### config.mk
export PLATFORM = sky130hd
export DESIGN_NAME = mips_multicycle_ctrl
export DESIGN_NICKNAME = d
export VERILOG_FILES = /design/src/rtl/mips_multicycle_ctrl.sv
export SDC_FILE = /design/constraint.sdc
export NUM_CORES = 1
export LEC_CHECK = 0
export CAP_MARGIN = 20
export CORE_MARGIN = 5
export CORE_UTILIZATION = 47
export DETAILED_ROUTE_END_ITERATION = 8
export GPL_TIMING_DRIVEN = 0
export PLACE_DENSITY = 0.91
export SKIP_LAST_GASP = 1
export SLEW_MARGIN = 20
export SYNTH_ARGS = -nofsm -noshare
export SYNTH_HDL_FRONTEND = slang
export SYNTH_SLANG_ARGS = --single-unit
### constraint.sdc
create_clock -name CLK -period 2.1 [get_ports CLK]
set_clock_uncertainty 0.05 [all_clocks]
set_input_delay 0.315 -clock CLK [delete_from_list [all_inputs] [get_ports CLK]]
set_output_delay 0.315 -clock CLK [all_outputs]
set_load 0.005 [all_outputs]
### src/rtl/mips_multicycle_ctrl.sv
// mips_multicycle_ctrl
//   Multi-cycle control FSM for the shared MIPS datapath. Only one instruction
//   is in flight at a time: FETCH -> DECODE -> EXECUTE -> MEM -> WRITEBACK.
//   Control outputs are Moore-decoded from the state register. The exceptions
//   are IRWrite/PCWrite in FETCH, which follow mem_ready, and PCWrite in BEQ,
//   which follows Zero.
//
// Parameters
//   CNT_W : width of the retired-instruction counter
//   ST_W  : width of the exported state code
//
// Ports
//   CLK, RESET       clock, synchronous active-high reset
//   opcode, Zero     instruction opcode and ALU zero flag
//   mem_ready        memory completes the pending access this cycle
//   PCWrite .. PCSource  datapath enables and mux selects
//   state            current state code (debug)
//   instr_count      retired-instruction counter
//   trap             sticky illegal-opcode flag
//
// Build option
//   MCC_TRAP_EN : an unknown opcode parks the FSM in TRAP until RESET.
//                 When undefined, an unknown opcode retires as a NOP.
module mips_multicycle_ctrl #(
   parameter int unsigned CNT_W = 32,
   parameter int unsigned ST_W  = 4
) (
   input  logic             CLK,
   input  logic             RESET,
   input  logic [5:0]       opcode,
   input  logic             Zero,
   input  logic             mem_ready,
   output logic             PCWrite,
   output logic             IorD,
   output logic             MemRead,
   output logic             MemWrite,
   output logic             IRWrite,
   output logic             MemtoReg,
   output logic             RegDst,
   output logic             RegWrite,
   output logic             ALUSrcA,
   output logic [1:0]       ALUSrcB,
   output logic [1:0]       ALUOp,
   output logic             PCSource,
   output logic [ST_W-1:0]  state,
   output logic [CNT_W-1:0] instr_count,
   output logic             trap
);

   localparam logic [3:0] S_FETCH  = 4'd0;
   localparam logic [3:0] S_DECODE = 4'd1;
   localparam logic [3:0] S_MEMADR = 4'd2;
   localparam logic [3:0] S_MEMRD  = 4'd3;
   localparam logic [3:0] S_MEMWB  = 4'd4;
   localparam logic [3:0] S_MEMWR  = 4'd5;
   localparam logic [3:0] S_RTEX   = 4'd6;
   localparam logic [3:0] S_RTWB   = 4'd7;
   localparam logic [3:0] S_BEQ    = 4'd8;
   localparam logic [3:0] S_ADDIEX = 4'd9;
   localparam logic [3:0] S_ADDIWB = 4'd10;
   localparam logic [3:0] S_TRAP   = 4'd11;

   localparam logic [5:0] OP_RTYPE = 6'd0;
   localparam logic [5:0] OP_BEQ   = 6'd4;
   localparam logic [5:0] OP_ADDI  = 6'd8;
   localparam logic [5:0] OP_LW    = 6'd35;
   localparam logic [5:0] OP_SW    = 6'd43;

   // Destination for an opcode DECODE does not recognise
`ifdef MCC_TRAP_EN
   localparam logic [3:0] S_ILLEGAL = S_TRAP;
`else
   localparam logic [3:0] S_ILLEGAL = S_FETCH;
`endif

   logic [3:0] state_q;
   logic [3:0] state_d;
   logic       retire_c;

   // State register and retired-instruction counter
   always_ff @(posedge CLK) begin
      if (RESET) begin
         state_q     <= S_FETCH;
         instr_count <= '0;
      end else begin
         state_q <= state_d;
         if (retire_c) instr_count <= instr_count + CNT_W'(1);
      end
   end

   // Next-state and control decode
   always_comb begin
      state_d  = state_q;
      PCWrite  = 1'b0;
      IorD     = 1'b0;
      MemRead  = 1'b0;
      MemWrite = 1'b0;
      IRWrite  = 1'b0;
      MemtoReg = 1'b0;
      RegDst   = 1'b0;
      RegWrite = 1'b0;
      ALUSrcA  = 1'b0;
      ALUSrcB  = 2'd0;
      ALUOp    = 2'd0;
      PCSource = 1'b0;
      case (state_q)
         S_FETCH: begin
            MemRead = 1'b1;
            ALUSrcB = 2'd1;
            IRWrite = mem_ready;
            PCWrite = mem_ready;
            if (mem_ready) state_d = S_DECODE;
         end
         S_DECODE: begin
            ALUSrcB = 2'd3;
            case (opcode)
               OP_RTYPE:     state_d = S_RTEX;
               OP_LW, OP_SW: state_d = S_MEMADR;
               OP_BEQ:       state_d = S_BEQ;
               OP_ADDI:      state_d = S_ADDIEX;
               default:      state_d = S_ILLEGAL;
            endcase
         end
         S_MEMADR: begin
            ALUSrcA = 1'b1;
            ALUSrcB = 2'd2;
            state_d = (opcode == OP_LW) ? S_MEMRD : S_MEMWR;
         end
         S_MEMRD: begin
            IorD    = 1'b1;
            MemRead = 1'b1;
            if (mem_ready) state_d = S_MEMWB;
         end
         S_MEMWB: begin
            MemtoReg = 1'b1;
            RegWrite = 1'b1;
            state_d  = S_FETCH;
         end
         S_MEMWR: begin
            IorD     = 1'b1;
            MemWrite = 1'b1;
            if (mem_ready) state_d = S_FETCH;
         end
         S_RTEX: begin
            ALUSrcA = 1'b1;
            ALUOp   = 2'b10;
            state_d = S_RTWB;
         end
         S_RTWB: begin
            RegDst   = 1'b1;
            RegWrite = 1'b1;
            state_d  = S_FETCH;
         end
         S_BEQ: begin
            ALUSrcA  = 1'b1;
            ALUOp    = 2'b01;
            PCSource = 1'b1;
            PCWrite  = Zero;
            state_d  = S_FETCH;
         end
         S_ADDIEX: begin
            ALUSrcA = 1'b1;
            ALUSrcB = 2'd2;
            state_d = S_ADDIWB;
         end
         S_ADDIWB: begin
            RegWrite = 1'b1;
            state_d  = S_FETCH;
         end
         S_TRAP: state_d = S_TRAP;
         default: state_d = S_FETCH;
      endcase
   end

   // An instruction retires whenever the FSM returns to FETCH from elsewhere.
   // TRAP never returns to FETCH except through RESET, so it is excluded.
   assign retire_c = (state_d == S_FETCH) && (state_q != S_FETCH) && (state_q != S_TRAP);

   assign state = ST_W'(state_q);

`ifdef MCC_TRAP_EN
   // Sticky flag, set on entry to TRAP
   always_ff @(posedge CLK) begin
      if (RESET)                 trap <= 1'b0;
      else if (state_d == S_TRAP) trap <= 1'b1;
   end
`else
   assign trap = 1'b0;
`endif

endmodule

==> impl_results.md <==
* Post-Syn Instances at 263
* Nets at around 350
* Chip height at 75.94 microns
* Drt first-iter violations at 211
* Synth Cell Area at 2043 sq um
* DR vias/cell at 6.132
* Clock Tree Buf Depth at 2
* Final worst setup slack at -0.07180 ns
* Avg WL per Cell at 16.71 microns
* PD cells at about 440 nW/um^2
* Pin count of the biggest net entering global routing at 12
* End-of-flow core utilization at 0.7153
* Final-report max-slew violation count at 0
* Hold wc startpoint: RESET
* Filler cell count at 340
* Sequential area share after synthesis at 0.3527
* GR Overflow Total at 0
* Synth Register Bits at 36
* Critical path class: flop to flop
* Clock transition at path regs at approximately 0.07 ns
* Initial antenna violation count at 0
* Gr usage total at 0.2184
* Area delta synth->final at 50.34%
* Final Hold Fails at 0
* Number of port buffers at 58
* Hpwl dp at 4.309 mm
* H-tree levels at 2
* Hold/Removal Path Class: input pin to flop
* Crit path capture: instr_count[7]
* Final hold slack at between 0.3 and 0.4 ns
* Worst Path Max Fanout at 10
* Most frequent cells in the layout: clkdlybuf4s50_1 (48), a21oi_1 (33), dfxtp_1 (30)
* Status: complete, but fails checks
* ANT cells at 0
* Slew of the pin with the lowest slew margin at 0.5069 ns
* Starting Density at 0.4758
* Post-synth EDFFs at 0
* DP Cell Count at 373
* Reg2reg start: state[0]
* CP Capture Type: flop
* Detail Route Antenna Nets at 0
* Layout cell share with drive strength beyond 1 at 0.1895
* Normalized max-slew margin at 0.6621
* Root Driver: clkbuf_8
* Fmax at between 400 and 500 MHz
* Worst skew pair latency at 0.29 ns
* Max-cap violations at 0
* Die width at 75.94 microns
* TritonRoute pass-1 iters at 5
* CTS sink cnt at 36
* DIE AREA at roughly 5800 sq um
* Hold_buf cts at 0
* Core area at 4294 sq um
* Critical path startpoint: state[0]
* Failing checks: negative setup slack
* R2R cell count at 7
* Ys flop type: dfxtp_1
* Worst EP arrival at 2.34 ns
* WP data required at between 2 and 2.5 ns
* GP Congestion at around 0.9
* Distinct cells, synth at 42
* Reg2Reg Capture Point: instr_count[7]
* Layout Cells excl Fill at approximately 400
* Syn. warnings at 0
* Syn nets at 274
* Final setup violation count at 3
* Commonest non-fill, non-tap cell in the layout: clkdlybuf4s50_1
* First-pass GRT wire length at 10.72 mm
* Syn avg cell area at 7.769 sq um
* CTS Buf Count at 5
* Vias at 2422
* RSZ-0062 raised after global routing: true
* Final WL at roughly 6.6 mm
* Leak at between 1 and 1.5 nW
* CTS tree: done
* Asr flop ratio synth at 0
* Peak VDD IR at between 0.5 and 0.6 mV
* Startpoint Class: flop
* Tmin final at 2.172 ns
* Site row count at 24
* Worst R2R Setup Slack at -0.07 ns
* Final worst-path cycle share at 1.034
* Number of global-route vias before repair at between 2000 and 2500
* Top-Level Pins at 61
* # DRC at 0
==> through the flow <==
| stage | setup TNS, ns | instance area, sq um | worst slack (ns) | power, mW |
|---|---|---|---|---|
| floorplan | 0 | 2043 | 0.09460 | 0.7688 |
| global placement | -15.05 | 2689 | -0.5679 | 0.8233 |
| detailed placement | -16.75 | 2689 | -0.6382 | 0.8257 |
| CTS | -0.02478 | 2900 | -0.01060 | 1.340 |
| global route | -1.862 | 3072 | -0.1456 | 1.404 |
| finish | -0.09898 | 3072 | -0.07180 | 1.349 |
==> sequential cells by signal, summed over array words and instances (netlist names) <==
register	count
instr_count	32
state	4
==> synthesized netlist by cell type (2+ instances only) <==
| cell | number | area, sq um |
|---|---|---|
| nand4_1 | 13 | 81.33 |
| or3_1 | 25 | 156.4 |
| and3_1 | 7 | 43.79 |
| nand2_1 | 13 | 48.80 |
| and4_1 | 4 | 35.03 |
| o31ai_1 | 7 | 52.55 |
| a21oi_1 | 36 | 180.2 |
| buf_4 | 4 | 30.03 |
| buf_2 | 6 | 30.03 |
| nor2b_1 | 5 | 31.28 |
| dfxtp_1 | 36 | 720.7 |
| nand2b_1 | 7 | 43.79 |
| nor2_1 | 10 | 37.54 |
| clkbuf_1 | 7 | 26.28 |
| nor4_1 | 2 | 12.51 |
| o21ai_0 | 26 | 130.1 |
| or4_1 | 6 | 45.04 |
| inv_1 | 3 | 11.26 |
| nand3_1 | 15 | 75.07 |
| nor3_1 | 9 | 45.04 |
==> per-layer routing <==
| layer | global-route usage | routed length [microns] |
|---|---|---|
| met4 | 0.07829 | 137 |
| met5 | 0 | 0 |
| met2 | 0.3664 | 3216 |
| met1 | 0.2697 | 2790 |
| met3 | 0.05213 | 455 |
==> repair_timing <==
item                                    4_1_cts  5_1_grt
pin swaps                                    16        4
cloned                                        2        0
gates resized for setup                      40       35
endpoints found under the setup margin       43       38
setup buffers                                 3       10
==> how the worst min path moves through the flow <==
stage / cells past startpoint / slack (ns) / endpoint
2_1_floorplan: 2 / 0.42 / instr_count[31]
3_3_place_gp: 2 / 0.42 / instr_count[31]
3_5_place_dp: 2 / 0.43 / instr_count[31]
4_1_cts: 2 / 0.35 / state[0]
5_1_grt: 2 / 0.38 / state[0]
6_report: 2 / 0.35 / state[0]
==> worst max-delay path, stage by stage (launching register included) <==
cell	delay (ns)
dfxtp_4	0.37
buf_8	0.14
nor4_4	0.28
o41a_1	0.27
nand4b_4	0.18
buf_6	0.17
or4_4	0.48
a21oi_2	0.16
==> area by class of cell <==
cell class	count	area (sq um)	area share
Clock inverter	2	10.01	0.003259
Clock buffer	6	82.58	0.02688
Multi-Input combinational cell	205	1340	0.4363
Buffer	18	133.9	0.04358
Sequential cell	36	738.2	0.2403
Inverter	4	20.02	0.006517
Timing Repair Buffer	72	681.9	0.2220
Tap cell	52	65.06	0.02118
==> logic make-up after synthesis <==
| family | after synthesis | synth area share |
|---|---|---|
| AOI/OAI and AO/OA | 77 | 0.2149 |
| xor gates and xnor gates | 1 | 0.004287 |
| adders and majority gates | 1 | 0.006123 |
| buffers and inverters | 23 | 0.05695 |
| DFF | 36 | 0.3527 |
| muxes | 1 | 0.004899 |
| other | 1 | 0.001835 |
| and+or+nand+nor | 123 | 0.3582 |
==> report_power, final <==
group	internal [mW]	switching, mW	leakage, nW	total [mW]
registers	0.682	0.00611	0.294	0.688
clock network	0.262	0.258	0.0510	0.520
logic	0.0656	0.0762	0.719	0.142
(Power assumes the default switching activity.)
